**src/rtl/lsq_pkg.sv**
```systemverilog
// lsq_pkg: shared load-store request types, default sizes and the round-robin pick helper
//   REQ_W      request payload width (wr + addr + data)
//   req_t      packed request {wr, addr[31:0], data[31:0]}
//   rr_pick()  first set bit of req_mask at or above rr_ptr, modulo num_ch; rr_ptr when none set
package lsq_pkg;
  localparam int REQ_W = 65;
  localparam int DEF_DEPTH = 4;
  localparam int DEF_NUM_CH = 2;
  localparam int MAX_CH = 32;
  typedef struct packed {
    logic        wr;
    logic [31:0] addr;
    logic [31:0] data;
  } req_t;
  function automatic int rr_pick(input logic [MAX_CH-1:0] req_mask, input int rr_ptr, input int num_ch);
    int c;
    rr_pick = rr_ptr;
    for (int i = num_ch - 1; i >= 0; i--) begin
      c = (rr_ptr + i) % num_ch;
      if (req_mask[c]) rr_pick = c;
    end
  endfunction
endpackage

```
**src/rtl/req_ch_queue.sv**
```systemverilog
// req_ch_queue: single-channel request queue with fall-through head, level and almost_full
//   clk, rst_n         clock, async active-low reset (pointers only; storage is not reset)
//   flush              synchronous clear of both pointers
//   push / in_data     write one entry (caller guarantees space)
//   pop  / out_data    retire the head; out_data is a combinational read of the head
//   level, almost_full occupancy 0..DEPTH and level >= AFULL_LVL
module req_ch_queue import lsq_pkg::*; #(
  parameter int W = REQ_W,
  parameter int DEPTH = DEF_DEPTH,
  parameter int AFULL_LVL = 3,
  localparam int PW = $clog2(DEPTH) + 1
) (
  input  logic          clk,
  input  logic          rst_n,
  input  logic          flush,
  input  logic          push,
  input  logic          pop,
  input  logic [W-1:0]  in_data,
  output logic [W-1:0]  out_data,
  output logic [PW-1:0] level,
  output logic          almost_full
);
  localparam int AW = PW - 1;
  logic [PW-1:0] wr_ptr_q, wr_ptr_d, rd_ptr_q, rd_ptr_d;
  logic [W-1:0]  mem [DEPTH];
  always_comb begin
    wr_ptr_d = flush ? '0 : wr_ptr_q + PW'(push);
    rd_ptr_d = flush ? '0 : rd_ptr_q + PW'(pop);
  end
  always_ff @(posedge clk or negedge rst_n) begin
    if (!rst_n) begin
      wr_ptr_q <= '0;
      rd_ptr_q <= '0;
    end else begin
      wr_ptr_q <= wr_ptr_d;
      rd_ptr_q <= rd_ptr_d;
    end
  end
  always_ff @(posedge clk) begin
    if (push && !flush) mem[wr_ptr_q[AW-1:0]] <= in_data;
  end
  // Pointers carry one extra wrap bit so full and empty differ.
  assign level       = wr_ptr_q - rd_ptr_q;
  assign almost_full = level >= PW'(AFULL_LVL);
  assign out_data    = mem[rd_ptr_q[AW-1:0]];
endmodule

```
**src/rtl/request_fifo_mc.sv**
```systemverilog
// request_fifo_mc: NUM_CH request queues drained through one valid/ready port
//   clk, rst_n, flush                   clock, async active-low reset, sync clear of all queues
//   in_valid/in_data/in_ready           per-channel push ports (channel c at [c*DATA_WIDTH +: DATA_WIDTH])
//   out_valid/out_data/out_ch/out_ready merged output, granted channel index
//   level, almost_full                  per-channel occupancy and level >= AFULL_LVL
// Build option REQ_FIFO_MC_PRIO_EN: fixed priority (lowest channel wins) instead of round-robin.
module request_fifo_mc import lsq_pkg::*; #(
  parameter int DATA_WIDTH = REQ_W,
  parameter int DEPTH = DEF_DEPTH,
  parameter int NUM_CH = DEF_NUM_CH,
  parameter int AFULL_LVL = 3,
  localparam int CW = $clog2(NUM_CH),
  localparam int LW = $clog2(DEPTH) + 1
) (
  input  logic                         clk,
  input  logic                         rst_n,
  input  logic                         flush,
  input  logic [NUM_CH-1:0]            in_valid,
  input  logic [NUM_CH*DATA_WIDTH-1:0] in_data,
  output logic [NUM_CH-1:0]            in_ready,
  output logic                         out_valid,
  output logic [DATA_WIDTH-1:0]        out_data,
  output logic [CW-1:0]                out_ch,
  input  logic                         out_ready,
  output logic [NUM_CH*LW-1:0]         level,
  output logic [NUM_CH-1:0]            almost_full
);
  logic [NUM_CH-1:0]     push, pop, busy;
  logic [DATA_WIDTH-1:0] q_data [NUM_CH];
  logic [CW-1:0]         pick, lock_ch_q, lock_ch_d;
  logic                  lock_q, lock_d, fire;
  for (genvar c = 0; c < NUM_CH; c++) begin : g_ch
    // in_ready looks only at the level, never at out_ready.
    assign in_ready[c] = (level[c*LW +: LW] != LW'(DEPTH)) && !flush;
    assign push[c]     = in_valid[c] && in_ready[c];
    assign pop[c]      = fire && (out_ch == CW'(c));
    assign busy[c]     = level[c*LW +: LW] != '0;
    req_ch_queue #(.W(DATA_WIDTH), .DEPTH(DEPTH), .AFULL_LVL(AFULL_LVL)) u_q (
      .clk         (clk),
      .rst_n       (rst_n),
      .flush       (flush),
      .push        (push[c]),
      .pop         (pop[c]),
      .in_data     (in_data[c*DATA_WIDTH +: DATA_WIDTH]),
      .out_data    (q_data[c]),
      .level       (level[c*LW +: LW]),
      .almost_full (almost_full[c])
    );
  end
  assign out_valid = |busy;
  assign fire      = out_valid && out_ready;
  // A stalled offer keeps its channel until accepted.
  assign out_ch    = lock_q ? lock_ch_q : pick;
  assign out_data  = q_data[out_ch];
`ifdef REQ_FIFO_MC_PRIO_EN
  always_comb begin
    pick = '0;
    for (int i = NUM_CH - 1; i >= 0; i--) if (busy[i]) pick = CW'(i);
  end
`else
  logic [CW-1:0] rr_ptr_q, rr_ptr_d;
  always_comb begin
    pick     = CW'(rr_pick(MAX_CH'(busy), int'(rr_ptr_q), NUM_CH));
    rr_ptr_d = flush ? '0 : !fire ? rr_ptr_q : (out_ch == CW'(NUM_CH - 1)) ? '0 : out_ch + 1'b1;
  end
  always_ff @(posedge clk or negedge rst_n) begin
    if (!rst_n) rr_ptr_q <= '0;
    else rr_ptr_q <= rr_ptr_d;
  end
`endif
  always_comb begin
    lock_d    = !flush && out_valid && !out_ready;
    lock_ch_d = out_ch;
  end
  always_ff @(posedge clk or negedge rst_n) begin
    if (!rst_n) begin
      lock_q    <= 1'b0;
      lock_ch_q <= '0;
    end else begin
      lock_q    <= lock_d;
      lock_ch_q <= lock_ch_d;
    end
  end
endmodule

```
**config.mk**
```make
export PLATFORM = sky130hd
export DESIGN_NAME = request_fifo_mc
export DESIGN_NICKNAME = d
export VERILOG_FILES = /design/src/rtl/lsq_pkg.sv /design/src/rtl/req_ch_queue.sv /design/src/rtl/request_fifo_mc.sv
export SDC_FILE = /design/constraint.sdc
export NUM_CORES = 1
export LEC_CHECK = 0
export ABC_AREA = 1
export CORE_MARGIN = 1.5
export CORE_UTILIZATION = 35
export CTS_CLUSTER_SIZE = 30
export DETAILED_ROUTE_END_ITERATION = 8
export PLACE_DENSITY_LB_ADDON = 0.2
export SYNTH_ARGS = -nofsm -noshare
export SYNTH_HDL_FRONTEND = slang
export SYNTH_SLANG_ARGS = --single-unit
```
**constraint.sdc**
```tcl
create_clock -name clk -period 16.55 [get_ports clk]
set_input_delay 3.31 -clock clk [delete_from_list [all_inputs] [get_ports clk]]
set_output_delay 3.31 -clock clk [all_outputs]
set_load 0.02 [all_outputs]
```
==> metrics.md <==
| Metric | Value |
|---|---|
| Worst min path class | reg -> reg |
| Synth top area cells | edfxtp_1 (74%), nand2_1 (9.7%), a32oi_1 (5.4%) |
| Worst Skew | 15.8 ps |
| Worst slew pin tran | 1030 ps |
| Pleak | 9.08 nW |
| Most frequent cell after synthesis | nand2_1 |
| Number of global-route vias before repair | 12,700 |
| Detailed-route DRC error count | 0 |
| Synth area leader | edfxtp_1 |
| Fin Setup TNS | 0 ps |
| Layout area overhead | 22.1% |
| Yosys warns | 0 |
| Tot Pwr | between 4 and 5 mW |
| Setup slack after layout | slightly above 8000 ps |
| CORE AREA | between 60,000 and 70,000 sq um |
| Crit path buffers/inverters | 4 |
| Cells along the critical path | clkdlybuf4s50_1, inv_1, o21ai_0, inv_1, clkdlybuf4s50_1 |
| Root Buffer | clkbuf_16 |
| Io pins | 213 |
| Maxcap violations | 0 |
| Fin crit period | roughly 8400 ps |
| Final #Nets | 1,940 |
| GRT Util Overall | between 10% and 20% |
| Via density | 5.02 |
| Vias | between 10,000 and 15,000 |
| First-pass GRT wire length | 81,700 um |
| Critical path arrival | 5060 ps |
| Die Span X | 249 um |
| Share of layout cells above drive strength 1 | between 6 and 7% |
| CTS sink count | around 540 |
| Final count of negative-setup-slack endpoints | 0 |
| Cell Pwr Density | 172 nW/um^2 |
| Die area | 62,000 sq um |
| WL per Instance | 21.0 um |
| Setup Buffers After CTS | 0 |
| Post-Route Utilization | between 40% and 50% |
| Crit path kind | in -> out |
| Worst setup SP type | input pin |
| #FFs+latches synth | 535 |
| HPWL after DPL | 33,800 um |
| Worst-path clk slew | approximately 60 ps |
| CP max-delay cell | clkdlybuf4s50_1 |
| Unrepaired setup endpoints after global routing | false |
| Syn_area_per_cell | 13.2 sq um |
| CP Capture Type | primary output |
| CP required | 13,240 ps |
| CP max FO | 14 |
| Hold Violations, Final | 0 |
| Syn Inst Count | ~1,600 |
| # H-tree levels | 2 |
| Design area | 25,900 sq um |
| Routed WL | 55,000 um |
| Peak supply drop | 0.137 mV |
| Largest net degree at the start of global routing | 89 |
| Placer congestion estimate | 0.820 |
| Max_slew headroom | 31.5% |
| Post-cts resize count | 0 |
| Crit-path leading delay family | buffers and inverters |
| Fmax | ~120 MHz |
| Worst skew pair latency | 590 ps |
| CTS tree | done |
| Netlist cell types | 23 |
| Synth top area share | about three quarters |
| # port buffers | 212 |
| Sequential share of the synthesized area | 75.5% |
| Post-DP Area | between 20,000 and 25,000 sq um |
| Period utilization | 50.6% |
| Pre-CTS WS | 8150 ps |
| Mapped Area | roughly 21,000 sq um |
| Antenna viol nets, final | 0 |
| Pre-antenna DRT Iters | 5 |
| Hold_buf cts | 0 |
| Syn Nets | 1,758 |
| Number of fill cells | 5,536 |
| R2R setup slack | between 10,000 and 15,000 ps |
| Status | complete, no violations |
| Die height | 249 um |
| Async set-reset flop share out of synthesis | 2.80% |
| Initial Util | 35.2% |
| Remaining global-route overflow | 0 |
| Clk buf depth | 3 |
| Top FF cell, synth | edfxtp_1 |
| Number of core rows | 90 |
| Synth cell count leaders | nand2_1 (548), edfxtp_1 (520), a21oi_1 (131), a32oi_1 (130), clkbuf_1 (73) |
| CP max stage delay | 700 ps |
| Initial antenna violation count | 18 |
| EDFF count, synth | 520 |
| Initial DRC count | between 900 and 1,000 |
| Final Slew Violations | 0 |
| Cts bufs inserted | 56 |
==> layer usage <==
metal | track usage [%] | vias to the layer above | wire (um)
met5 | 0 | - | 122
met4 | 5.38 | 20 | 1490
met3 | 4.27 | 97 | 3340
met2 | 25.7 | 296 | 24200
met1 | 25.6 | 6498 | 25900
li1 | - | 6267 | -
==> power by group <==
part / switching, mW / internal (mW) / total [mW] / leakage (nW)
logic: 1.02 / 0.563 / 1.58 / 3.27
clock network: 0.506 / 0.754 / 1.26 / 0.891
registers: 0.0552 / 1.56 / 1.62 / 4.92
total: 1.58 / 2.88 / 4.46 / 9.08
==> worst paths after layout <==
check / startpoint / to / cells past startpoint
worst max register to register: g_ch[0].u_q.rd_ptr_q[0]$_DFF_PN0_ / g_ch[0].u_q.rd_ptr_q[2]$_DFF_PN0_ / 20
worst min-delay path: g_ch[1].u_q.rd_ptr_q[2]$_DFF_PN0_ / g_ch[1].u_q.rd_ptr_q[2]$_DFF_PN0_ / 2
min in group asynchronous: rst_n / g_ch[1].u_q.rd_ptr_q[2]$_DFF_PN0_ / 1
max in group asynchronous: rst_n / g_ch[1].u_q.rd_ptr_q[1]$_DFF_PN0_ / 1
worst min register to register: g_ch[1].u_q.rd_ptr_q[2]$_DFF_PN0_ / g_ch[1].u_q.rd_ptr_q[2]$_DFF_PN0_ / 2
worst max-delay path: flush / in_ready[0] / 5
==> tightest hold or removal path, cell delays in order, from the launching register on <==
cell	delay [ps]
dfrtp_1	390
xnor2_1	130
nor2_1	40
==> metrics by stage <==
step / std cells / hold slack, ps
after floorplan: 1610 / 530
after global placement: 2516 / 552
after detailed placement: 2516 / 563
after CTS: 2618 / 588
after global routing: 2622 / 627
final: 2625 / 588
==> logic make-up after synthesis <==
logic type	count (synthesis)	share of synthesized area (%)
adders and majority gates	12	0.780
buffers and inverters	148	3.04
and+or+nand+nor	647	12.0
AOI/OAI and AO/OA	264	8.55
DFF	535	75.5
xor gates and xnor gates	4	0.165
==> state kept, by name, indices dropped and copies added (netlist names) <==
name               flops
g_ch.u_q.rd_ptr_q      6
g_ch.u_q.wr_ptr_q      6
rr_ptr_q               1
lock_ch_q              1
lock_q                 1
g_ch.u_q.mem         520
==> cell usage in the layout (no fill, tap or decap) <==
cell	synthesis	layout
nand2_1	548	548
edfxtp_1	520	520
clkdlybuf4s50_1	0	212
a21oi_1	131	131
a32oi_1	130	130
nand3_1	71	71
clkbuf_16	0	57
inv_1	36	34
buf_4	6	23
nor2_1	16	16
clkinv_2	0	14
clkbuf_1	73	12
dfrtp_1	15	11
ha_1	10	10
nor3_2	0	8
bufinv_16	0	8
diode_2	0	7
clkinv_1	0	6
clkinvlp_4	0	6
xnor2_1	4	4
dfrtp_4	0	4
nand2_2	2	2
o21ai_0	2	2
fa_1	2	2
inv_2	1	1
nand3b_1	1	1
or2_2	1	1
o211ai_1	1	1
clkinv_4	0	1
==> area by class of cell <==
type | instances | area, sq um | share of cell area, %
diodes | 7 | 17.5 | 0.0677
clock buffers | 69 | 1470 | 5.69
clock inverters | 33 | 377 | 1.46
inverters | 37 | 141 | 0.546
multi-input cells | 927 | 4590 | 17.7
flip-flops and latches | 535 | 16000 | 61.9
well taps | 782 | 978 | 3.78
repair buffers | 235 | 2290 | 8.87
No activity file was read; power rests on OpenSTA's default activity.
